<file path="src/rtl/framebuffer_op_scheduler.sv">
// Sequences framebuffer commit/memset ops: drain the pipeline, pulse apply, wait for applied. Optional macro FB_OP_TIMEOUT_EN.
// Latency: handshake T -> DRAIN T+1..T+DRAIN_CYCLES, APPLY, WAIT (>=1 cycle), opDone one cycle later.
// Backpressure: s_op_tready is high only in IDLE; one op in flight at a time.
module framebuffer_op_scheduler #(
   parameter int unsigned DRAIN_CYCLES   = 2,
   parameter int unsigned TIMEOUT_CYCLES = 65535
) (
   input  logic        aclk,
   input  logic        resetn,
   input  logic        s_op_tvalid,
   output logic        s_op_tready,
   input  logic        s_op_commit,
   input  logic        s_op_memset,
   input  logic        s_op_color,
   input  logic        s_op_depth,
   input  logic [15:0] s_op_clear_color,
   input  logic [15:0] s_op_clear_depth,
   input  logic        pixelInPipeline,
   input  logic        rasterizerRunning,
   output logic        colorBufferApply,
   input  logic        colorBufferApplied,
   output logic        colorBufferCmdCommit,
   output logic        colorBufferCmdMemset,
   output logic [15:0] confColorBufferClearColor,
   output logic        depthBufferApply,
   input  logic        depthBufferApplied,
   output logic        depthBufferCmdCommit,
   output logic        depthBufferCmdMemset,
   output logic [15:0] confDepthBufferClearDepth,
   output logic        busy,
   output logic        opDone,
   output logic        opError
);

   typedef enum logic [2:0] {
      ST_IDLE,
      ST_DRAIN,
      ST_APPLY,
      ST_WAIT,
      ST_DONE
   } state_t;

   state_t      state;
   logic        sel_color;
   logic        sel_depth;
   logic [1:0]  pending;
   logic [31:0] drain_cnt;
   logic        pipe_idle;
   logic        drain_done;
   logic [1:0]  pend_nxt;
   logic        op_nop;

   assign pipe_idle  = !pixelInPipeline && !rasterizerRunning;
   // A zero drain length means DRAIN is a single pass-through cycle.
   assign drain_done = (DRAIN_CYCLES == 0) ||
                       (pipe_idle && ((drain_cnt + 32'd1) >= DRAIN_CYCLES));
   assign pend_nxt   = pending & ~{colorBufferApplied, depthBufferApplied};
   assign op_nop     = !(s_op_commit || s_op_memset) || !(s_op_color || s_op_depth);

`ifdef FB_OP_TIMEOUT_EN
   logic [31:0] wait_cnt;
`else
   // No timeout in this build: opError is tied low.
   localparam bit NO_TIMEOUT_ERR = (TIMEOUT_CYCLES != 0) && 1'b0;
   assign opError = NO_TIMEOUT_ERR;
`endif

   always_ff @(posedge aclk or negedge resetn) begin
      if (!resetn) begin
         state                     <= ST_IDLE;
         sel_color                 <= 1'b0;
         sel_depth                 <= 1'b0;
         pending                   <= 2'b00;
         drain_cnt                 <= 32'd0;
         s_op_tready               <= 1'b0;
         colorBufferApply          <= 1'b0;
         colorBufferCmdCommit      <= 1'b0;
         colorBufferCmdMemset      <= 1'b0;
         confColorBufferClearColor <= 16'h0000;
         depthBufferApply          <= 1'b0;
         depthBufferCmdCommit      <= 1'b0;
         depthBufferCmdMemset      <= 1'b0;
         confDepthBufferClearDepth <= 16'h0000;
         busy                      <= 1'b0;
         opDone                    <= 1'b0;
`ifdef FB_OP_TIMEOUT_EN
         wait_cnt                  <= 32'd0;
         opError                   <= 1'b0;
`endif
      end else begin
         colorBufferApply <= 1'b0;
         depthBufferApply <= 1'b0;
         opDone           <= 1'b0;
         case (state)
            ST_IDLE: begin
               if (s_op_tvalid && s_op_tready) begin
                  sel_color                 <= s_op_color;
                  sel_depth                 <= s_op_depth;
                  colorBufferCmdCommit      <= s_op_commit & s_op_color;
                  colorBufferCmdMemset      <= s_op_memset & s_op_color;
                  depthBufferCmdCommit      <= s_op_commit & s_op_depth;
                  depthBufferCmdMemset      <= s_op_memset & s_op_depth;
                  confColorBufferClearColor <= s_op_clear_color;
                  confDepthBufferClearDepth <= s_op_clear_depth;
                  drain_cnt                 <= 32'd0;
                  s_op_tready               <= 1'b0;
                  busy                      <= 1'b1;
`ifdef FB_OP_TIMEOUT_EN
                  opError                   <= 1'b0;
`endif
                  if (op_nop) begin
                     state  <= ST_DONE;
                     opDone <= 1'b1;
                  end else begin
                     state <= ST_DRAIN;
                  end
               end else begin
                  s_op_tready <= 1'b1;
               end
            end
            ST_DRAIN: begin
               if (drain_done) begin
                  state            <= ST_APPLY;
                  colorBufferApply <= sel_color;
                  depthBufferApply <= sel_depth;
                  pending          <= {sel_color, sel_depth};
               end else if (pipe_idle) begin
                  drain_cnt <= drain_cnt + 32'd1;
               end else begin
                  drain_cnt <= 32'd0;
               end
            end
            ST_APPLY: begin
               // Applied may already return while the apply pulse is out.
               pending <= pend_nxt;
               state   <= ST_WAIT;
`ifdef FB_OP_TIMEOUT_EN
               wait_cnt <= 32'd0;
`endif
            end
            ST_WAIT: begin
               pending <= pend_nxt;
               if (pend_nxt == 2'b00) begin
                  state  <= ST_DONE;
                  opDone <= 1'b1;
`ifdef FB_OP_TIMEOUT_EN
               end else if ((wait_cnt + 32'd1) >= TIMEOUT_CYCLES) begin
                  state   <= ST_DONE;
                  opDone  <= 1'b1;
                  opError <= 1'b1;
               end else begin
                  wait_cnt <= wait_cnt + 32'd1;
`endif
               end
            end
            ST_DONE: begin
               state       <= ST_IDLE;
               pending     <= 2'b00;
               s_op_tready <= 1'b1;
               busy        <= 1'b0;
            end
            default: begin
               state       <= ST_IDLE;
               s_op_tready <= 1'b0;
               busy        <= 1'b0;
            end
         endcase
      end
   end

endmodule

</file>
<file path="config.mk">
export PLATFORM = sky130hd
export DESIGN_NAME = framebuffer_op_scheduler
export DESIGN_NICKNAME = d
export VERILOG_FILES = /design/src/rtl/framebuffer_op_scheduler.sv
export SDC_FILE = /design/constraint.sdc
export NUM_CORES = 1
export LEC_CHECK = 0
export ABC_AREA = 1
export BUFFER_PORTS_ARGS = -buffer_cell sky130_fd_sc_hd__buf_2
export CORE_AREA = 2 2 91 93
export CTS_CLUSTER_DIAMETER = 120
export DETAILED_ROUTE_END_ITERATION = 8
export DIE_AREA = 0 0 93 95
export PLACE_DENSITY = 0.84
export REMOVE_ABC_BUFFERS = 1
export SETUP_SLACK_MARGIN = 0.2
export SLEW_MARGIN = 25
export SYNTH_ARGS = -nofsm -noshare
export SYNTH_HDL_FRONTEND = slang
export SYNTH_SLANG_ARGS = --single-unit
</file>
<file path="constraint.sdc">
create_clock -name aclk -period 2.6 [get_ports aclk]
set_clock_uncertainty 0.15 [all_clocks]
set_input_delay 0.13 -clock aclk [delete_from_list [all_inputs] [get_ports aclk]]
set_output_delay 0.13 -clock aclk [all_outputs]
set_load 0.005 [all_outputs]
</file>
==> results.sh <==
export IMPL_outcome="finished clean"
export IMPL_area_delta_synth_final_pct=36.6
export IMPL_rows=33
export IMPL_endpoint_kind="flop"
export IMPL_vdd_drop_max_mv=0.707
export IMPL_yosys_warnings=0
export IMPL_placedCellCount=759
export IMPL_grt_pass1_vias=4373
export IMPL_hold_path_class="in2reg"
export IMPL_diodes=0
export IMPL_r2r_end="depthBufferApply"
export IMPL_routabilityCongestion=0.968
export IMPL_reg2reg_from="drain_cnt[5]"
export IMPL_clk_latency_ps=370
export IMPL_setup_violations=0
export IMPL_drt_total_wl_um=15600
export IMPL_syn_inst=574
export IMPL_wl_per_cell_um=18.8
export IMPL_layout_area_seq_um2=2000
export IMPL_grt_remaining_overflow=0
export IMPL_netlist_area_um2=4240
export IMPL_cts_htree_levels=3
export IMPL_avgViaCountPerCell=5.73
export IMPL_p_leak_uw=0.00288
export IMPL_port_buffers=83
export IMPL_cts_tree="done"
export IMPL_min_period_ps=2460
export IMPL_clkTransAtPathRegs_ps=100
export IMPL_fmax_mhz=407
export IMPL_combPwrFrac_pct=41.0
export IMPL_synthesis_area_per_instance_um2=7.38
export IMPL_drv_slew=0
export IMPL_die_y_um=95
export IMPL_p_clk_share_pct=21.6
export IMPL_layout_commonest_cell="nand2_1"
export IMPL_endpoint="depthBufferApply"
export IMPL_core_area_um2=7930
export IMPL_ys_seq_area_share_pct=47.2
export IMPL_cts_sinks=80
export IMPL_cp_required_ps=2710
export IMPL_ant_nets=0
export IMPL_worstSetupStartpointType="flop"
export IMPL_intPower_uw=2850
export IMPL_route_detailed_drc=0
export IMPL_layout_common_cells="231 x nand2_1, 82 x buf_2, 79 x dfrtp_1"
export IMPL_slew_headroom_pct=52.2
export IMPL_worstPathMaxFanout=7
export IMPL_num_vias=4767
export IMPL_post_dp_cell_area_um2=4830
export IMPL_grt_usage_pct=32.7
export IMPL_grt_max_degree=81
export IMPL_clock_tree_root_cell="clkbuf_8"
export IMPL_ys_flop_type="dfrtp_1"
export IMPL_reg2reg_depth=14
export IMPL_hpwlAfterDp_um=7670
export IMPL_cap_violations=0
export IMPL_cts_made_buffers=9
export IMPL_tightest_slew_ps=717
export IMPL_worst_ep_arrival_time_ps=2570
export IMPL_synth_edf_count=0
export IMPL_initial_core_util_pct=53.5
export IMPL_grt_pass1_wl_um=22000
export IMPL_instances_no_fill=832
export IMPL_die_w_um=93
export IMPL_dieArea_um2=8840
export IMPL_sequentialPowerShare_pct=37.4
export IMPL_fin_area_um2=5790
export IMPL_cp_startpoint="drain_cnt[5]"
export IMPL_synth_cell_types=31
export IMPL_fill_cells=514
export IMPL_drtIter0Drc=566
export IMPL_rsz0062_at_grt="true"
export IMPL_pin_count=85
export IMPL_p_sw_share_pct=42.0
export IMPL_finalHoldViolations=0
export IMPL_min_period_over_period_pct=94.5
export IMPL_drive_gt1_share_pct=28.2
export IMPL_first_pass_iters=9
export IMPL_power_switching_uw=2060
export IMPL_final_nets=768
export IMPL_multi_input_area_um2=2060
export IMPL_worstSetupPathType="reg2reg"
export IMPL_cts_buffer_depth=2
export IMPL_antenna_found_initial=0
export IMPL_postSynth_asyncResetShare_pct=100
export IMPL_rrSetupSlack_ps=140
export IMPL_ys_seq_elements=80
export IMPL_power_density_nw_per_um2=849
through the flow:
stage | power [µW] | setup slack, ps | TNS [ps] | utilization, % | hold slack, ps
3_3_place_gp | 3230 | 164 | 0 | 60.9 | 178
6_report | 4910 | 142 | 0 | 73.0 | 8.68
5_1_grt | 5100 | 39.5 | 0 | 73.0 | 20.7
4_1_cts | 4420 | 212 | 0 | 69.5 | 0.695
3_5_place_dp | 3310 | 84.9 | 0 | 60.9 | 185
2_1_floorplan | 2620 | -565 | -31800 | - | -316
routing by layer:
| layer | up-vias | GRT usage, % | part of all wire (%) |
|---|---|---|---|
| li1 | 2065 | - | - |
| met1 | 2195 | 40.5 | 35 |
| met2 | 414 | 53.3 | 48 |
| met3 | 93 | 7.66 | 11 |
| met4 | 0 | 17.5 | 5.3 |
| met5 | - | 0 | 0 |
critical path, cell delays in order, from the launching register on:
cell and delay (ps):
dfrtp_1 460, nand2_2 140, nor2_4 210, nand3_1 210, nand2_1 110, nand2_1 70
inv_1 80, nand2_1 50, nor2_1 90, nand3_1 100, nor2_2 130, nand3_4 160
nand2_8 150, buf_4 170, nor2_1 70
Yosys cell counts (3+ instances only):
master | number | share of area [%]
a21oi_2 | 28 | 5.8
buf_6 | 3 | 0.80
o21ai_1 | 5 | 0.59
inv_1 | 62 | 5.5
nand2_1 | 238 | 21
nor2_1 | 60 | 5.3
o21ai_0 | 13 | 1.5
nand3_1 | 28 | 3.3
nand2_2 | 7 | 1.0
a21oi_1 | 4 | 0.47
clkbuf_1 | 10 | 0.89
nor2_2 | 5 | 0.74
dfrtp_1 | 80 | 47
nor2_4 | 4 | 1.1
o22ai_1 | 3 | 0.44
nand4_1 | 3 | 0.44
cells by family (layout without fill, tap and decap cells):
logic type / Yosys count / in the layout / share of synthesized area [%]
flip-flops: 80 / 80 / 47.2
AO/OA/AOI/OAI: 57 / 57 / 9.65
buffers and inverters: 79 / 231 / 7.62
adder cells (fa/ha/maj): 2 / 2 / 0.590
AND/OR/NAND/NOR: 353 / 354 / 34.4
XOR/XNOR: 2 / 2 / 0.413
other: 1 / 1 / 0.0885
power groups by stage:
stage | clock, µW | combinational (µW) | sequential (µW)
detailed placement | 0 | 1540 | 1760
global placement | 0 | 1470 | 1760
global route | 1110 | 2140 | 1850
floorplan | 0 | 835 | 1780
finish | 1060 | 2010 | 1840
CTS | 1030 | 1650 | 1750
flip-flops by register name (all words and copies together), names as in the netlist, 2 cells and up:
signal	flops
pending	2
state	3
confDepthBufferClearDepth	16
confColorBufferClearColor	16
drain_cnt	32
cell type report:
type                            count  share of cell area, %
Tap cell                          105                   2.27
Sequential cell                    80                   34.6
Timing Repair Buffer              152                   19.5
Clock buffer                        9                   2.14
Inverter                           64                   4.15
Clock inverter                      6                   1.62
Multi-Input combinational cell    416                   35.7
what timing repair did:
| item | in CTS | in global routing |
|---|---|---|
| setup endpoints to repair | 31 | 40 |
| buffers inserted | 5 | 11 |
| hold buffers | 40 | 0 |
| resized for setup | 3 | 42 |
| gates cloned | 1 | 1 |
| hold endpoints to repair | 119 | 0 |
| pin swaps | 2 | 3 |
worst min path at each step:
stage,startpoint,depth (start not counted),slack [ps],endpoint
6_report,pixelInPipeline,4,9,drain_cnt[0]
3_5_place_dp,s_op_clear_color[12],3,180,confColorBufferClearColor[12]
3_3_place_gp,resetn,1,180,drain_cnt[22]
5_1_grt,pixelInPipeline,4,20,drain_cnt[0]
2_1_floorplan,resetn,0,-320,busy
4_1_cts,depthBufferApplied,3,0.7,state[2]
Power figures use the tool's default switching activity.
